**src/rtl/keypad_debounce_pkg.sv**
```systemverilog
// Shared types and constants for the keypad debouncer.
// Latency: none (declarations only).
// Backpressure: not applicable.
package keypad_pkg;

  localparam int CNT_W = 8;

  localparam logic [3:0] KEY_NONE = 4'd13;
  localparam logic [3:0] KEY_STAR = 4'd10;
  localparam logic [3:0] KEY_HASH = 4'd11;

  typedef enum logic [1:0] {
    ST_IDLE    = 2'd0,
    ST_CONFIRM = 2'd1,
    ST_HELD    = 2'd2,
    ST_RELEASE = 2'd3
  } state_t;

  typedef enum logic [1:0] {
    FR_NONE   = 2'd0,
    FR_SINGLE = 2'd1,
    FR_MULTI  = 2'd2
  } frame_res_t;

  // Counter increment that sticks at all-ones instead of wrapping.
  function automatic logic [CNT_W-1:0] sat_inc(input logic [CNT_W-1:0] v);
    return (v == {CNT_W{1'b1}}) ? v : v + 1'b1;
  endfunction

endpackage

```
**src/rtl/keypad_debounce_frame_accum.sv**
```systemverilog
// Collapses the scanner strobes of one scan frame into NONE / SINGLE(k) / MULTI.
// Latency: result valid combinationally in the SCAN_START cycle that closes the frame.
// Backpressure: none; the scanner free-runs and every frame is evaluated.
module keypad_frame_accum
  import keypad_pkg::*;
(
  input  logic       CLK,
  input  logic       RST,
  input  logic       SCAN_START,
  input  logic       PRESS,
  input  logic [3:0] DATA,
  output logic       frame_done,
  output frame_res_t frame_res,
  output logic [3:0] frame_code
);

  frame_res_t acc_res;
  logic [3:0] acc_code;
  logic       frame_open;

  // The SCAN_START sample belongs to the new frame, so the closing result
  // is the accumulator contents as they stand before this edge.
  assign frame_done = SCAN_START & frame_open;
  assign frame_res  = acc_res;
  assign frame_code = acc_code;

  // Accumulate PRESS strobes; reseed on SCAN_START. Cycles before the first
  // SCAN_START after reset never reach the FSM because frame_open is still 0.
  always_ff @(posedge CLK) begin
    if (RST) begin
      acc_res    <= FR_NONE;
      acc_code   <= KEY_NONE;
      frame_open <= 1'b0;
    end else if (SCAN_START) begin
      frame_open <= 1'b1;
      if (PRESS) begin
        acc_res  <= FR_SINGLE;
        acc_code <= DATA;
      end else begin
        acc_res  <= FR_NONE;
        acc_code <= KEY_NONE;
      end
    end else if (PRESS) begin
      if (acc_res == FR_NONE) begin
        acc_res  <= FR_SINGLE;
        acc_code <= DATA;
      end else if (acc_res == FR_SINGLE && DATA != acc_code) begin
        acc_res <= FR_MULTI;
      end
    end
  end

endmodule

```
**src/rtl/keypad_debounce.sv**
```systemverilog
// Frame-based keypad debouncer: one registered key event per physical press.
// Latency: event visible the cycle after the SCAN_START that closes the confirming frame.
// Backpressure: valid/ack; a new commit overwrites an unacked event and flags OVERRUN.
module keypad_debounce
  import keypad_pkg::*;
#(
  parameter int DEBOUNCE_FRAMES = 4,
  parameter int RELEASE_FRAMES  = 4
) (
  input  logic       CLK,
  input  logic       RST,
  input  logic       SCAN_START,
  input  logic       PRESS,
  input  logic [3:0] DATA,
  input  logic       KEY_ACK,
  output logic       KEY_VALID,
  output logic [3:0] KEY_CODE,
  output logic       KEY_HELD,
  output logic       OVERRUN
);

  localparam logic [CNT_W-1:0] DEB_N = CNT_W'(DEBOUNCE_FRAMES);
  localparam logic [CNT_W-1:0] REL_N = CNT_W'(RELEASE_FRAMES);

  logic             frame_done;
  frame_res_t       frame_res;
  logic [3:0]       frame_code;

  state_t           state, state_nxt;
  logic [CNT_W-1:0] cnt, cnt_nxt, cnt_inc;
  logic [CNT_W-1:0] rcnt, rcnt_nxt, rcnt_inc;
  logic [3:0]       cand, cand_nxt;
  logic             commit;
  logic [3:0]       commit_code;

  keypad_frame_accum u_accum (
    .CLK        (CLK),
    .RST        (RST),
    .SCAN_START (SCAN_START),
    .PRESS      (PRESS),
    .DATA       (DATA),
    .frame_done (frame_done),
    .frame_res  (frame_res),
    .frame_code (frame_code)
  );

  assign cnt_inc  = sat_inc(cnt);
  assign rcnt_inc = sat_inc(rcnt);

  // Debounce FSM: advances only when a frame closes.
  always_comb begin
    state_nxt   = state;
    cnt_nxt     = cnt;
    rcnt_nxt    = rcnt;
    cand_nxt    = cand;
    commit      = 1'b0;
    commit_code = cand;
    if (frame_done) begin
      case (state)
        ST_IDLE: begin
          if (frame_res == FR_SINGLE) begin
            if (DEBOUNCE_FRAMES == 1) begin
              commit      = 1'b1;
              commit_code = frame_code;
              cnt_nxt     = '0;
              state_nxt   = ST_HELD;
            end else begin
              cand_nxt  = frame_code;
              cnt_nxt   = CNT_W'(1);
              state_nxt = ST_CONFIRM;
            end
          end
        end
        ST_CONFIRM: begin
          if (frame_res == FR_SINGLE) begin
            if (frame_code == cand) begin
              if (cnt_inc >= DEB_N) begin
                commit    = 1'b1;
                cnt_nxt   = '0;
                state_nxt = ST_HELD;
              end else begin
                cnt_nxt = cnt_inc;
              end
            end else begin
              // Key changed mid-confirm: restart with the new candidate.
              cand_nxt = frame_code;
              cnt_nxt  = CNT_W'(1);
            end
          end else begin
            cnt_nxt   = '0;
            state_nxt = ST_IDLE;
          end
        end
        ST_HELD: begin
          if (frame_res == FR_NONE) begin
            if (RELEASE_FRAMES == 1) begin
              state_nxt = ST_IDLE;
            end else begin
              rcnt_nxt  = CNT_W'(1);
              state_nxt = ST_RELEASE;
            end
          end
        end
        ST_RELEASE: begin
          if (frame_res == FR_NONE) begin
            if (rcnt_inc >= REL_N) begin
              rcnt_nxt  = '0;
              state_nxt = ST_IDLE;
            end else begin
              rcnt_nxt = rcnt_inc;
            end
          end else begin
            rcnt_nxt  = '0;
            state_nxt = ST_HELD;
          end
        end
        default: state_nxt = ST_IDLE;
      endcase
    end
  end

  // FSM state, counters and candidate registers.
  always_ff @(posedge CLK) begin
    if (RST) begin
      state <= ST_IDLE;
      cnt   <= '0;
      rcnt  <= '0;
      cand  <= KEY_NONE;
    end else begin
      state <= state_nxt;
      cnt   <= cnt_nxt;
      rcnt  <= rcnt_nxt;
      cand  <= cand_nxt;
    end
  end

  // Event handshake: a commit always wins over a same-cycle ack; an unacked
  // event that gets replaced sets the sticky OVERRUN flag.
  always_ff @(posedge CLK) begin
    if (RST) begin
      KEY_VALID <= 1'b0;
      KEY_CODE  <= KEY_NONE;
      KEY_HELD  <= 1'b0;
      OVERRUN   <= 1'b0;
    end else begin
      KEY_HELD <= (state_nxt == ST_HELD) || (state_nxt == ST_RELEASE);
      if (commit) begin
        KEY_CODE  <= commit_code;
        KEY_VALID <= 1'b1;
        if (KEY_VALID) begin
          OVERRUN <= ~KEY_ACK;
        end
      end else if (KEY_VALID && KEY_ACK) begin
        KEY_VALID <= 1'b0;
        OVERRUN   <= 1'b0;
      end
    end
  end

endmodule

```
**config.mk**
```make
export PLATFORM = sky130hd
export DESIGN_NAME = keypad_debounce
export DESIGN_NICKNAME = d
export VERILOG_FILES = /design/src/rtl/keypad_debounce_pkg.sv /design/src/rtl/keypad_debounce_frame_accum.sv /design/src/rtl/keypad_debounce.sv
export SDC_FILE = /design/constraint.sdc
export NUM_CORES = 1
export LEC_CHECK = 0
export ABC_AREA = 1
export ABC_CLOCK_PERIOD_IN_PS = 4030
export CAP_MARGIN = 5
export CORE_MARGIN = 3
export CORE_UTILIZATION = 40
export DETAILED_ROUTE_END_ITERATION = 7
export GPL_ROUTABILITY_DRIVEN = 0
export PLACE_DENSITY = 0.59
export SLEW_MARGIN = 20
export SYNTH_ARGS = -nofsm -noshare
export SYNTH_HDL_FRONTEND = slang
export SYNTH_SLANG_ARGS = --single-unit
```
**constraint.sdc**
```tcl
create_clock -name CLK -period 4.03 [get_ports CLK]
set_clock_uncertainty 0.15 [all_clocks]
set_input_delay 1.0075 -clock CLK [delete_from_list [all_inputs] [get_ports CLK]]
set_output_delay 1.0075 -clock CLK [all_outputs]
set_load 0.01 [all_outputs]
```
==> results.yml, run 1 <==
run_status:
  status: "completed"
clock_tree:
  post-cts-setup-buffers: 0
  cts_num_sinks: 36
  clockRootBuffer: "clkbuf_8"
  clockBufferDepth: 2
  cts_tree: "done"
  cts_hold_buf: 0
  cts-htree-levels: 2
  clkTransAtPathRegs_ps: 70
  numCtsBuffers: 5
  clk_latency_ps: 280
  cts_resized: 0
pwr:
  ir_drop_mv: 0.2225
  p_per_area_nw_per_um2: 333.8
  leakage_nw: 0.9372
grt:
  grt_util_met2_pct: 23.57
  met3_usage_pct: 4.208
  globalRouteOverflowTotal: 0
  grt_most_used_layer: "met2"
  met1_usage_pct: 17.92
  antenna_found_initial: 0
  grt_pass1_vias: 1369
  grt_usage_pct: 14.45
  grt_pass1_wl_um: 5878
  grt_max_degree: 24
yosys:
  ys_top_cells_by_area: "dfxtp_1 (42%), nand2_1 (13%), inv_1 (7.4%)"
  seq_area_frac_synth_pct: 41.59
  ys.flop_type: "dfxtp_1"
  synth_edf_count: 0
  synth_compound_area_share_pct: 10.40
  synth_cells: 251
  netlist_area_um2: 1733
  synth-simple-area-share_pct: 33.43
  yosys.area_share.xor_xnor_pct: 3.538
  synth_top_family_by_area: "simple AND/OR/NAND/NOR gates"
  syn_area_per_cell_um2: 6.904
  synth.area.mux_share_pct: 0
  syn_nets: 262
  synth_most_common_cell: "nand2_1"
  synth_top_area_share_pct: 41.59
  async_flop_share_pct: 0
  yosys_register_bits: 36
  synth_common_cells: "nand2_1 (61), dfxtp_1 (36), inv_1 (34), nor2_1 (28), nand3_1 (22)"
  synth_fa_ha_area_share_pct: 1.444
  yosys_warnings: 0
  synth_top_cell_by_area: "dfxtp_1"
  synth_cell_types: 28
setup_path:
  r2r_cells: 10
  startpoint: "RST"
  r2r-end: "state[0]$_SDFF_PP0_"
  critPathCaptureType: "register"
  cp_data_required_time_ps: 4100
  start_kind: "input pin"
  rr_startpoint: "cnt[0]$_SDFFE_PP0P_"
  arrival_ps: 2730
  reg2reg_slack_ps: 2320
  cp_max_fo: 23
  criticalPathCategory: "input pin to register"
routing:
  drc: 0
  firstDrtPassIters: 4
  wl_per_cell_um: 10.50
  vias_per_cell: 4.738
  ant_nets: 0
  routed_wl_um: 3361
  via_count: 1516
  drt_iter0_drc: 61
timing:
  hold_violations: 0
  worstMarginPinSlew_ps: 679.2
  fmax_mhz: 375.1
  tns_ps: 0
  max-slew-margin-rel_pct: 54.67
  post-route-period-util_pct: 66.16
  min_period_ps: 2666
  setup-violations-final: 0
  slew_violations: 0
  rsz0062_at_grt: "false"
hold_path:
  holdPathStages: 2
  hold_end: "OVERRUN$_SDFFE_PP0P_"
  hold_path_class: "register to register"
  hp-start: "OVERRUN$_SDFFE_PP0P_"
cells_and_area:
  diodes: 0
  stdcell_area_um2: 2012
  area_delta_synth_final_pct: 16.10
  nets: 281
  finalNonFillerCells: 320
  drive_gt1_share_pct: 10.00
place:
  numPlacedInstances: 313
  hpwl_um: 2514
  placed_area_um2: 1934
  port_buffers: 15
die:
  die_y_um: 71.82
  pin_count: 16
  dieWidth_um: 71.82
  core.rowCount: 23
  start_util_pct: 42.41
  core_area_um2: 4086
  die-area_um2: 5158
job:
  max_cap_violations: 0
==> where the power goes <==
| group | internal (mW) | total [mW] | switching, mW |
|---|---|---|---|
| Combinational | 0.0257 | 0.0638 | 0.0381 |
| Sequential | 0.363 | 0.371 | 0.00781 |
| Clock | 0.117 | 0.237 | 0.119 |
==> cell type report <==
type                            count  area (um^2)
Tap cell                           50        62.56
Inverter                           41        155.1
Sequential cell                    36        720.7
Multi-Input combinational cell    171        845.8
Clock inverter                      1        5.005
Fill cell                         426         2074
Timing Repair Buffer               15        150.1
Clock buffer                        6        72.57
==> worst max-delay path by stage <==
stage                                              to  slack (ps)
global placement                  KEY_HELD$_SDFF_PP0_        1100
finish                            state[1]$_SDFF_PP0_        1360
global route                      KEY_HELD$_SDFF_PP0_        1180
floorplan           u_accum.frame_res[0]$_SDFFE_PP0P_        2050
detailed placement                state[1]$_SDFF_PP0_        1030
CTS                               state[1]$_SDFF_PP0_        1330
==> per-stage QoR <==
| step | util (%) | setup WS [ps] | hold WS, ps | power [mW] |
|---|---|---|---|---|
| after floorplan | - | 2053 | 287.8 | 0.4219 |
| after global placement | 47.34 | 1096 | 301.0 | 0.4426 |
| after detailed placement | 47.34 | 1026 | 304.2 | 0.4432 |
| after CTS | 49.23 | 1330 | 314.8 | 0.6845 |
| after global routing | 49.23 | 1182 | 333.9 | 0.7065 |
| final | 49.23 | 1364 | 311.1 | 0.6716 |
==> worst max-delay path: stages <==
cell	delay, ps
clkdlybuf4s50_1	680
inv_1	650
o21ai_0	240
a21oi_1	150
==> per-layer routing <==
metal  vias to the layer above  share of wire [%]
met5                         -                  0
met4                         0                1.7
met3                         6                3.3
met2                        18                 46
met1                       663                 49
li1                        829                  -
==> layout by cell type (no fill, tap or decap), types with 2 or more instances in the layout <==
master,count
xor2_1,6
ha_1,2
o22ai_1,4
dfxtp_1,36
a21oi_1,11
nand2_1,61
clkbuf_8,5
nor2_1,28
o21ai_1,6
clkinv_2,2
nor3_1,6
nand3_1,22
o21ai_0,5
a31oi_1,2
inv_1,34
inv_2,6
clkdlybuf4s50_1,15
a21oi_2,2
nor2_2,6
==> sequential cells by signal, summed over array words and instances (netlist names) <==
name / count
cnt: 8
rcnt: 8
KEY_CODE: 4
cand: 4
u_accum.frame_code: 4
state: 2
u_accum.frame_res: 2
KEY_HELD: 1
KEY_VALID: 1
OVERRUN: 1
u_accum.frame_open: 1
==> cells by family after synthesis <==
kind of cell    Yosys count
xor+xnor                  7
compound gates           32
simple gates            130
flops                    36
buf+inv                  44
fa+ha+maj                 2
Note: power is estimated with default switching activity, not from simulation.
==> inputs of run 2 (changes only) <==
--- a/config.mk
+++ b/config.mk
@@ -6,7 +6,7 @@
 export NUM_CORES = 1
 export LEC_CHECK = 0
 export ABC_AREA = 1
-export ABC_CLOCK_PERIOD_IN_PS = 4030
+export ABC_CLOCK_PERIOD_IN_PS = 2640
 export CAP_MARGIN = 5
 export CORE_MARGIN = 3
 export CORE_UTILIZATION = 40
==> constraint.sdc (replaced) <==
create_clock -name CLK -period 2.64 [get_ports CLK]
set_clock_uncertainty 0.15 [all_clocks]
set_input_delay 0.66 -clock CLK [delete_from_list [all_inputs] [get_ports CLK]]
set_output_delay 0.66 -clock CLK [all_outputs]
set_load 0.01 [all_outputs]
==> run 2 against run 1 <==
Effect of this change: register-to-register slack worse by 1400 ps; via count shrank 1.7%; flip-flop and latch count did not move; critical endpoint is now KEY_VALID; final cell count grew 0.94%; core utilization rose by 0.67 points; combinational power grew 55%; clock power up 66%; critical path type is now register to output port; sequential power increased by 53%; highest routed layer unchanged; global-route usage is 0.43 points lower; sequential share of layout area decreased by 0.48 points; clock-buffer cell count grew 2.
==> results.yml, run 2 (synthesis gave the netlist of run 1 again) <==
setup_path:
  crit_chain: "clkdlybuf4s50_1"
  criticalPathCategory: "register to output port"
  start_kind: "register"
  r2r_cells: 10
  cp_num_cells: 1
  critical-path-max-stage-delay_ps: 550
  cp_max_fo: 4
  cp_data_required_time_ps: 1830
  crit_family: "buffers and inverters"
  cp_slowest_cell: "clkdlybuf4s50_1"
  arrival_ps: 1200
  critPathBufInv: 1
  reg2reg_slack_ps: 940
  critPathCaptureType: "output port"
clock_tree:
  cts_num_sinks: 36
  cts-htree-levels: 2
  clockRootBuffer: "clkbuf_8"
  cts_tree: "done"
  cts_resized: 0
  clk_latency_ps: 280
  clkTransAtPathRegs_ps: 70
  numCtsBuffers: 5
  clockBufferDepth: 2
  post-cts-setup-buffers: 0
  cts_hold_buf: 0
timing:
  timing.hold.ws_ps: 311.7
  min_period_ps: 2010
  tns_ps: 0
  max-slew-margin-rel_pct: 59.23
  setup-violations-final: 0
  post-route-period-util_pct: 76.12
  hold_violations: 0
  slew_violations: 0
  fmax_mhz: 497.6
  rsz0062_at_grt: "false"
  worstMarginPinSlew_ps: 605.2
routing:
  via_count: 1490
  ant_nets: 0
  drt_iter0_drc: 51
  wl_per_cell_um: 10.34
  drc: 0
  routed_wl_um: 3340
  vias_per_cell: 4.613
  firstDrtPassIters: 4
die:
  die_y_um: 71.82
  core_area_um2: 4086
  start_util_pct: 42.41
  pin_count: 16
  core.rowCount: 23
  die-area_um2: 5158
  dieWidth_um: 71.82
hold_path:
  holdPathStages: 2
  hold_path_class: "register to register"
pwr:
  ir_drop_mv: 0.2536
  switching_share_pct: 23.66
  seqPwrFrac_pct: 53.5
  p_int_mw: 0.8086
  leakage_nw: 0.9512
  power_frac_comb_pct: 9.3
  p_per_area_nw_per_um2: 519.3
  p_sw_mw: 0.2506
  pwr-share-clk_pct: 37.2
cells_and_area:
  largest_registers: "cnt x8, rcnt x8"
  postLayoutCoreUtil_pct: 49.91
  nets: 283
  num-fill-cells: 428
  area_delta_synth_final_pct: 17.69
  drive_gt1_share_pct: 10.62
  diodes: 0
  finalNonFillerCells: 323
  final_common_cell: "nand2_1"
  mostFrequentLayoutCells: "nand2_1 (61), dfxtp_1 (36), inv_1 (34)"
run_status:
  status: "completed"
place:
  numPlacedInstances: 315
  hpwl_um: 2552
  port_buffers: 15
grt:
  grt_pass1_vias: 1358
  grt_pass1_wl_um: 5692
  antenna_found_initial: 0
  grt_usage_pct: 14.02
  grt_max_degree: 17
  globalRouteOverflowTotal: 0
job:
  max_cap_violations: 0
## run 2: changes by cell type in the layout (fill, tap and decap cells not counted)
cell	previous run	this run
buf_4	0	2
clkbuf_1	1	2
clkbuf_8	5	6
clkinv_2	2	1
## run 2: routing by layer
metal / wire length, um / track usage, %
met1: 1722 / 17.43
met2: 1501 / 23.57
met3: 100 / 2.945
met4: 15 / 5.637
met5: 0 / 0
## run 2: power by group through the flow
stage | Combinational (mW) | Sequential [mW] | Clock, mW
after floorplan | 0.0676 | 0.576 | 0
after global placement | 0.0996 | 0.579 | 0
after detailed placement | 0.100 | 0.579 | 0
after CTS | 0.100 | 0.566 | 0.414
after global routing | 0.112 | 0.567 | 0.428
final | 0.0990 | 0.566 | 0.394
## run 2: final cells by class
cell class	instances	area [um^2]	area share [%]
flip-flops and latches	36	720.7	35.34
inverters	41	155.1	7.607
well taps	50	62.56	3.067
clock buffers	8	90.09	4.417
repair buffers	17	165.2	8.098
multi-input cells	171	845.8	41.47
## run 2: metrics by stage
step	instance area, um^2	power (mW)	setup WS, ps
after global placement	1949	0.6785	388.0
after detailed placement	1949	0.6785	348.5
final	2039	1.059	630.5
after global routing	2039	1.108	498.3
after CTS	2039	1.080	614.8
after floorplan	1733	0.6441	1010
## run 2: worst paths after layout
check / endpoint / startpoint
worst max-delay path: KEY_VALID / KEY_VALID$_SDFFE_PP0P_
worst max register to register: state[0]$_SDFF_PP0_ / cnt[0]$_SDFFE_PP0P_
worst min register to register: OVERRUN$_SDFFE_PP0P_ / OVERRUN$_SDFFE_PP0P_
worst min-delay path: OVERRUN$_SDFFE_PP0P_ / OVERRUN$_SDFFE_PP0P_
